`src/rtl/cl_dbg_pkg.sv`:
```
// Package: cl_dbg_pkg
// Shared definitions for the PairHMM debug counter bank.
//  - Channel index assignments for the default six-channel bank.
//  - Default channel count and the natural 32-bit counter type.
//  - Read-mux selection encoding used by cl_dbg_counter_bank.
package cl_dbg_pkg;

   localparam int unsigned DBG_CH_AXI_RD_ISS  = 32'd0;
   localparam int unsigned DBG_CH_AXI_RD_RSP  = 32'd1;
   localparam int unsigned DBG_CH_AXI_WR_ISS  = 32'd2;
   localparam int unsigned DBG_CH_AXI_WR_RSP  = 32'd3;
   localparam int unsigned DBG_CH_JOBS        = 32'd4;
   localparam int unsigned DBG_CH_RESULTS     = 32'd5;

   localparam int unsigned DBG_NUM_CH_DEFAULT = 32'd6;

   typedef logic [31:0] dbg_cnt_t;

   // What the read port returns for the current address
   typedef enum logic [1:0] {
      RD_SEL_CNT  = 2'd0,
      RD_SEL_OVF  = 2'd1,
      RD_SEL_ZERO = 2'd2
   } rd_sel_e;

endpackage : cl_dbg_pkg

```
`src/rtl/cl_dbg_counter.sv`:
```
// Module: cl_dbg_counter
// One debug event counter channel: counter, sticky overflow flag and, when
// CL_DBG_SNAPSHOT_EN is defined, a shadow register loaded by snap_i.
// Ports:
//  clk_main_a0  in   clock, rising edge
//  rst_main_n   in   asynchronous active-low reset
//  cnt_en_i     in   global count enable (clear is not gated by it)
//  inc_i        in   +1 event strobe for this channel
//  clr_i        in   clear strobe for this channel (already mask-qualified)
//  snap_i       in   snapshot strobe (ignored without CL_DBG_SNAPSHOT_EN)
//  rd_val_o     out  value presented to the read mux (shadow or live count)
//  ovf_o        out  sticky overflow flag
// Configuration macro: CL_DBG_SNAPSHOT_EN
module cl_dbg_counter
   import cl_dbg_pkg::*;
#(
   parameter int unsigned CNT_W     = 32'd32,
   parameter int unsigned WRAP_MODE = 32'd0
) (
   input  logic             clk_main_a0,
   input  logic             rst_main_n,
   input  logic             cnt_en_i,
   input  logic             inc_i,
   input  logic             clr_i,
   input  logic             snap_i,
   output logic [CNT_W-1:0] rd_val_o,
   output logic             ovf_o
);

   localparam logic [CNT_W-1:0] CNT_ZERO = {CNT_W{1'b0}};
   localparam logic [CNT_W-1:0] CNT_ONE  = {{(CNT_W-1){1'b0}}, 1'b1};
   localparam logic [CNT_W-1:0] CNT_MAX  = {CNT_W{1'b1}};
   // Value loaded when an increment hits all-ones: wrap to zero or stick
   localparam logic [CNT_W-1:0] CNT_TOP_NEXT = (WRAP_MODE != 32'd0) ? CNT_ZERO : CNT_MAX;

   logic [CNT_W-1:0] cnt_r;
   logic [CNT_W-1:0] cnt_nxt_s;
   logic             ovf_r;
   logic             ovf_nxt_s;

   // Next-state: clear beats increment; overflow is sticky until cleared
   always_comb begin
      cnt_nxt_s = cnt_r;
      ovf_nxt_s = ovf_r;
      if (clr_i) begin
         cnt_nxt_s = CNT_ZERO;
         ovf_nxt_s = 1'b0;
      end else if (cnt_en_i && inc_i) begin
         if (cnt_r == CNT_MAX) begin
            cnt_nxt_s = CNT_TOP_NEXT;
            ovf_nxt_s = 1'b1;
         end else begin
            cnt_nxt_s = cnt_r + CNT_ONE;
            ovf_nxt_s = ovf_r;
         end
      end else begin
         cnt_nxt_s = cnt_r;
         ovf_nxt_s = ovf_r;
      end
   end

   // Counter and overflow state registers
   always_ff @(posedge clk_main_a0 or negedge rst_main_n) begin
      if (!rst_main_n) begin
         cnt_r <= CNT_ZERO;
         ovf_r <= 1'b0;
      end else begin
         cnt_r <= cnt_nxt_s;
         ovf_r <= ovf_nxt_s;
      end
   end

   assign ovf_o = ovf_r;

`ifdef CL_DBG_SNAPSHOT_EN
   logic [CNT_W-1:0] shadow_r;

   // Shadow captures the pre-update count so a same-edge inc/clr is not seen
   always_ff @(posedge clk_main_a0 or negedge rst_main_n) begin
      if (!rst_main_n) begin
         shadow_r <= CNT_ZERO;
      end else if (snap_i) begin
         shadow_r <= cnt_r;
      end else begin
         shadow_r <= shadow_r;
      end
   end

   assign rd_val_o = shadow_r;
`else
   logic snap_unused_s;

   assign snap_unused_s = snap_i;
   assign rd_val_o      = cnt_r;
`endif

endmodule : cl_dbg_counter

```
`src/rtl/cl_dbg_counter_bank.sv`:
```
// Module: cl_dbg_counter_bank
// Bank of NUM_CH debug event counters for the PairHMM datapath with a
// registered one-cycle-latency read port for the CL register slave.
// Ports:
//  clk_main_a0  in   clock, rising edge
//  rst_main_n   in   asynchronous active-low reset
//  cnt_en_i     in   global enable; 0 freezes all counters (clear still acts)
//  inc_i        in   per-channel +1 event strobes
//  clr_i        in   clear strobe, qualified by clr_mask_i
//  clr_mask_i   in   channels cleared when clr_i=1
//  snap_i       in   snapshot strobe (CL_DBG_SNAPSHOT_EN builds only)
//  rd_req_i     in   read request, accepted every cycle
//  rd_addr_i    in   0..NUM_CH-1 counter, NUM_CH overflow flags, above: zero
//  rd_ack_o     out  read data valid, one cycle after rd_req_i
//  rd_data_o    out  read data, holds when rd_ack_o=0
//  ovf_o        out  live sticky overflow flags
// Configuration macro: CL_DBG_SNAPSHOT_EN (counter reads return shadow copies)
module cl_dbg_counter_bank
   import cl_dbg_pkg::*;
#(
   parameter  int unsigned NUM_CH    = DBG_NUM_CH_DEFAULT,
   parameter  int unsigned CNT_W     = 32'd32,
   parameter  int unsigned WRAP_MODE = 32'd0,
   localparam int unsigned ADDR_W    = $clog2(NUM_CH + 32'd1)
) (
   input  logic              clk_main_a0,
   input  logic              rst_main_n,
   input  logic              cnt_en_i,
   input  logic [NUM_CH-1:0] inc_i,
   input  logic              clr_i,
   input  logic [NUM_CH-1:0] clr_mask_i,
   input  logic              snap_i,
   input  logic              rd_req_i,
   input  logic [ADDR_W-1:0] rd_addr_i,
   output logic              rd_ack_o,
   output logic [CNT_W-1:0]  rd_data_o,
   output logic [NUM_CH-1:0] ovf_o
);

   // Overflow vector is truncated when there are more channels than data bits
   localparam int unsigned OVF_BITS = (NUM_CH < CNT_W) ? NUM_CH : CNT_W;

   logic [CNT_W-1:0]  cnt_val_s [NUM_CH];
   logic [NUM_CH-1:0] ovf_s;
   logic [CNT_W-1:0]  ovf_ext_s;
   logic [CNT_W-1:0]  cnt_pick_s;
   logic [CNT_W-1:0]  rd_mux_s;
   rd_sel_e           rd_sel_s;
   logic              rd_ack_r;
   logic [CNT_W-1:0]  rd_data_r;

   for (genvar c = 0; c < NUM_CH; c++) begin : g_ch
      cl_dbg_counter #(
         .CNT_W     (CNT_W),
         .WRAP_MODE (WRAP_MODE)
      ) u_cnt (
         .clk_main_a0 (clk_main_a0),
         .rst_main_n  (rst_main_n),
         .cnt_en_i    (cnt_en_i),
         .inc_i       (inc_i[c]),
         .clr_i       (clr_i & clr_mask_i[c]),
         .snap_i      (snap_i),
         .rd_val_o    (cnt_val_s[c]),
         .ovf_o       (ovf_s[c])
      );
   end

   assign ovf_ext_s = CNT_W'(ovf_s[OVF_BITS-1:0]);
   assign ovf_o     = ovf_s;

   // Classify the read address
   always_comb begin
      rd_sel_s = RD_SEL_ZERO;
      if (rd_addr_i < ADDR_W'(NUM_CH)) begin
         rd_sel_s = RD_SEL_CNT;
      end else if (rd_addr_i == ADDR_W'(NUM_CH)) begin
         rd_sel_s = RD_SEL_OVF;
      end else begin
         rd_sel_s = RD_SEL_ZERO;
      end
   end

   // One-hot AND-OR pick of the addressed channel; avoids an out-of-range index
   always_comb begin
      cnt_pick_s = {CNT_W{1'b0}};
      for (int c = 0; c < NUM_CH; c++) begin
         cnt_pick_s = cnt_pick_s | (cnt_val_s[c] & {CNT_W{rd_addr_i == ADDR_W'(c)}});
      end
   end

   // Final read data selection
   always_comb begin
      rd_mux_s = {CNT_W{1'b0}};
      case (rd_sel_s)
         RD_SEL_CNT:  rd_mux_s = cnt_pick_s;
         RD_SEL_OVF:  rd_mux_s = ovf_ext_s;
         RD_SEL_ZERO: rd_mux_s = {CNT_W{1'b0}};
         default:     rd_mux_s = {CNT_W{1'b0}};
      endcase
   end

   // Read response registers: ack mirrors the request, data holds between reads
   always_ff @(posedge clk_main_a0 or negedge rst_main_n) begin
      if (!rst_main_n) begin
         rd_ack_r  <= 1'b0;
         rd_data_r <= {CNT_W{1'b0}};
      end else begin
         rd_ack_r <= rd_req_i;
         if (rd_req_i) begin
            rd_data_r <= rd_mux_s;
         end else begin
            rd_data_r <= rd_data_r;
         end
      end
   end

   assign rd_ack_o  = rd_ack_r;
   assign rd_data_o = rd_data_r;

endmodule : cl_dbg_counter_bank

```
`config.mk`:
```
export PLATFORM = sky130hd
export DESIGN_NAME = cl_dbg_counter_bank
export DESIGN_NICKNAME = d
export VERILOG_FILES = /design/src/rtl/cl_dbg_pkg.sv /design/src/rtl/cl_dbg_counter.sv /design/src/rtl/cl_dbg_counter_bank.sv
export SDC_FILE = /design/constraint.sdc
export NUM_CORES = 1
export LEC_CHECK = 0
export BUFFER_PORTS_ARGS = -buffer_cell sky130_fd_sc_hd__buf_4
export CORE_MARGIN = 8
export CORE_UTILIZATION = 62
export DETAILED_ROUTE_END_ITERATION = 10
export PLACE_DENSITY = 0.87
export SLEW_MARGIN = 5
export SYNTH_ARGS = -nofsm -noshare
export SYNTH_HDL_FRONTEND = slang
export SYNTH_SLANG_ARGS = --single-unit
```
`constraint.sdc`:
```
create_clock -name clk_main_a0 -period 2.71 [get_ports clk_main_a0]
set_clock_uncertainty 0.1 [all_clocks]
set_input_delay 0.271 -clock clk_main_a0 [delete_from_list [all_inputs] [get_ports clk_main_a0]]
set_output_delay 0.271 -clock clk_main_a0 [all_outputs]
set_load 0.1 [all_outputs]
```
==> summary.txt <==
status = completed
ys async rst share = 100.0%
Logic pwr share = 7.4%
endpoints failing setup = 0
RR Endpoint = g_ch[1].u_cnt.rd_val_o[24]
Ant. Diodes = 0
fraction of layout cells with a size suffix above 1 = 12.85%
all-layer global routing usage = 31.56%
Tcrit/Tclk final = 89.85%
endpoints failing hold = 0
Chip Width = 160.7 um
TritonCTS Buffers = 26
crit path launch = g_ch[1].u_cnt.rd_val_o[15]
first-pass GRT wire length = 65.05 mm
grt ovf = 0
Mean Syn Cell Area = 9.183 sq um
switching portion of total power = 25.13%
Worst Tran Pin Value = 0.7861 ns
via count = 12040
vias per cell = 6.893
I/O Buffers = 58
Post-synth EDFFs = 0
clk slew on worst S/H paths = 0.06 ns
post-synthesis register bit count = 231
TritonCTS clock tree = done
RSZ-0062 raised after global routing = no
Synth area leaders = dfrtp_1 45%, o21ai_0 5.2%, xnor2_1 5.0%
Peak VDD IR = 0.0006390 V
clock power share = 46.1%
Final Non-Filler Cells = 1746
vias in the first global route = 11470
fmax = 410.7 MHz
final setup TNS = 0 ns
clk buf depth = 3
Post-Route WL = 40.77 mm
CP max FO = 10
CP required = 3.02 ns
number of routed nets with antenna violations = 0
crit path kind = flop to flop
drt drc = 0
predominant post-synthesis flop cell = dfrtp_1
root buffer cell = clkbuf_16
crit path to = g_ch[1].u_cnt.rd_val_o[24]
Hold WC Path Type = input port to flop
clock sinks = 231
design area = 14660 sq um
DRT Pass-1 Iters = 7
worst r2r src = g_ch[1].u_cnt.rd_val_o[15]
synthesized cell area = 12980 sq um
CP arrival = 2.74 ns
DIE AREA = 25810 sq um
Clock Latency Late Sink = 0.54 ns
Synth top area share = 44.55%
Maximum Capacitance Violations = 0
Core Region = 20760 sq um
Core Rows = 53
IO Count = 60
Resize count post-CTS = 0
post-synthesis sequential area ratio = 44.55%
critical path launch point type = flop
1st-iter DRT viols = 1389
Netlist cell types = 67
Design Power = 7751 uW
largest net degree at the start of global routing = 87
post-layout min period = 2.435 ns
H-tree depth = 1
post-synthesis instance total = 1413
NetSw = 1948 uW
leakage = 0.006011 uW
Worst slew margin = 47.59%
initial antenna violation count = 0
DP HPWL = 29.32 mm
initial core utilization = 62.52%
pwr/cell area = 528.8 nW/um^2
final net count = 1478
YS warnings = 0
Mapped Nets = 1440
post-placement cell count = 1697
GP Congestion = 1.009
Critical Path Sink Type = flop
depth of the most critical reg-to-reg path = 6
Yosys top cell by area = dfrtp_1
Slew Limit Fails = 0
die height = 160.7 um
Flop pwr share = 46.5%
synth-to-layout area growth = 12.97%
dpl cell area = 13780 sq um
WL per Instance = 23.35 um
R2R setup slack = 0.27 ns
Fill cells = 1581
internal power = 5803 uW
-- through the flow --
stage	setup slack (ns)	hold slack [ns]	util, %
final	0.2750	0.06929	70.63
after global routing	0.1167	0.08177	70.63
after CTS	0.3463	0.05349	70.63
after detailed placement	0.3642	0.2201	66.39
after global placement	0.4184	0.2189	66.39
after floorplan	0.4913	-0.1246	-
-- what timing repair did --
| item | CTS | global route |
|---|---|---|
| hold buffers | 1 | 0 |
| hold endpoints to repair | 80 | 0 |
| endpoints found under the setup margin | 0 | 0 |
| setup buffers | 0 | 0 |
-- power by group through the flow --
stage | logic [uW] | registers (uW) | clock network, uW
global route | 624 | 3610 | 3710
detailed placement | 562 | 3660 | 0
floorplan | 245 | 3710 | 0
CTS | 566 | 3600 | 3580
global placement | 550 | 3660 | 0
finish | 571 | 3600 | 3580
-- synth_stat cells (all sizes together) (17+ instances only) --
master and count:
nor2 68, and2 17, nor4 39, and4 31
inv 48, and3 44, o22ai 28, a21oi 34
xor2 54, buf 32, a31oi 22, dfrtp 231
nand3 84, clkbuf 67, a221oi 27, nor3 52
xnor2 74, nand4 48, o21ai 154, nand2 101
a22oi 57
-- cell usage in the layout, fill, tap and decap left out, drive strengths merged, types with 5 or more instances in the layout --
cell | Yosys | routed
dfrtp | 231 | 231
o21ai | 154 | 154
buf | 32 | 108
nand2 | 101 | 101
nand3 | 84 | 84
xnor2 | 74 | 74
nor2 | 68 | 68
a22oi | 57 | 57
xor2 | 54 | 54
nor3 | 52 | 52
inv | 48 | 48
nand4 | 48 | 48
and3 | 44 | 44
nor4 | 39 | 39
clkbuf | 67 | 37
a21oi | 34 | 34
and4 | 31 | 31
o22ai | 28 | 28
a221oi | 27 | 27
a31oi | 22 | 22
and2 | 17 | 17
mux2i | 10 | 10
a211oi | 10 | 10
clkinv | 0 | 8
or4 | 7 | 7
a311oi | 6 | 6
o21a | 6 | 6
ha | 6 | 6
or3 | 6 | 6
a41oi | 5 | 5
mux2 | 5 | 5
-- worst max-delay path, cell delays in order (launching register included) --
cell and delay, ns:
dfrtp_1 0.45, nand3_2 0.12, or4_1 0.57, buf_4 0.21, nor4_1 0.51, and3_1 0.28
nor3_1 0.06
-- area by class of cell --
class / instances / area (sq um) / area share (%)
tap: 275 / 344.1 / 2.347
inverter: 48 / 180.2 / 1.229
multi-input combinational: 1035 / 6595 / 44.99
clock buffer: 37 / 753.2 / 5.138
clock inverter: 11 / 115.1 / 0.7852
sequential: 231 / 5781 / 39.43
timing repair buffer: 109 / 890.9 / 6.077
-- registers in the layout (all words and copies together), names as in the netlist --
| register | cells |
|---|---|
| g_ch.u_cnt.ovf_o | 6 |
| g_ch.u_cnt.rd_val_o | 192 |
| rd_ack_o | 1 |
| rd_data_o | 32 |
-- worst min path at each step --
stage               cells past startpoint           from                         end
floorplan                               0     rst_main_n         g_ch[0].u_cnt.ovf_o
global placement                        1     rst_main_n  g_ch[2].u_cnt.rd_val_o[22]
detailed placement                      1     rst_main_n  g_ch[4].u_cnt.rd_val_o[18]
CTS                                     4  clr_mask_i[2]   g_ch[2].u_cnt.rd_val_o[0]
global route                            4  clr_mask_i[2]   g_ch[2].u_cnt.rd_val_o[0]
finish                                  4  clr_mask_i[2]   g_ch[2].u_cnt.rd_val_o[0]
-- per-layer routing --
metal	up-vias	wire, um	track usage [%]
met5	-	0	0.7890
met4	0	2749	18.10
met3	173	4137	7.141
met2	713	18050	47.70
met1	5817	15840	41.20
li1	5332	-	-
-- cell families (layout without fill, tap and decap cells) --
kind of cell    after synthesis  in the layout  share of synthesized area, %
mux                          16             16                         1.379
buf+inv                     147            205                         4.705
xor+xnor                    128            128                         8.639
compound gates              362            362                         17.40
flops                       231            231                         44.55
simple gates                523            523                         22.75
fa+ha+maj                     6              6                        0.5785
No activity file was read; power rests on OpenSTA's default activity.
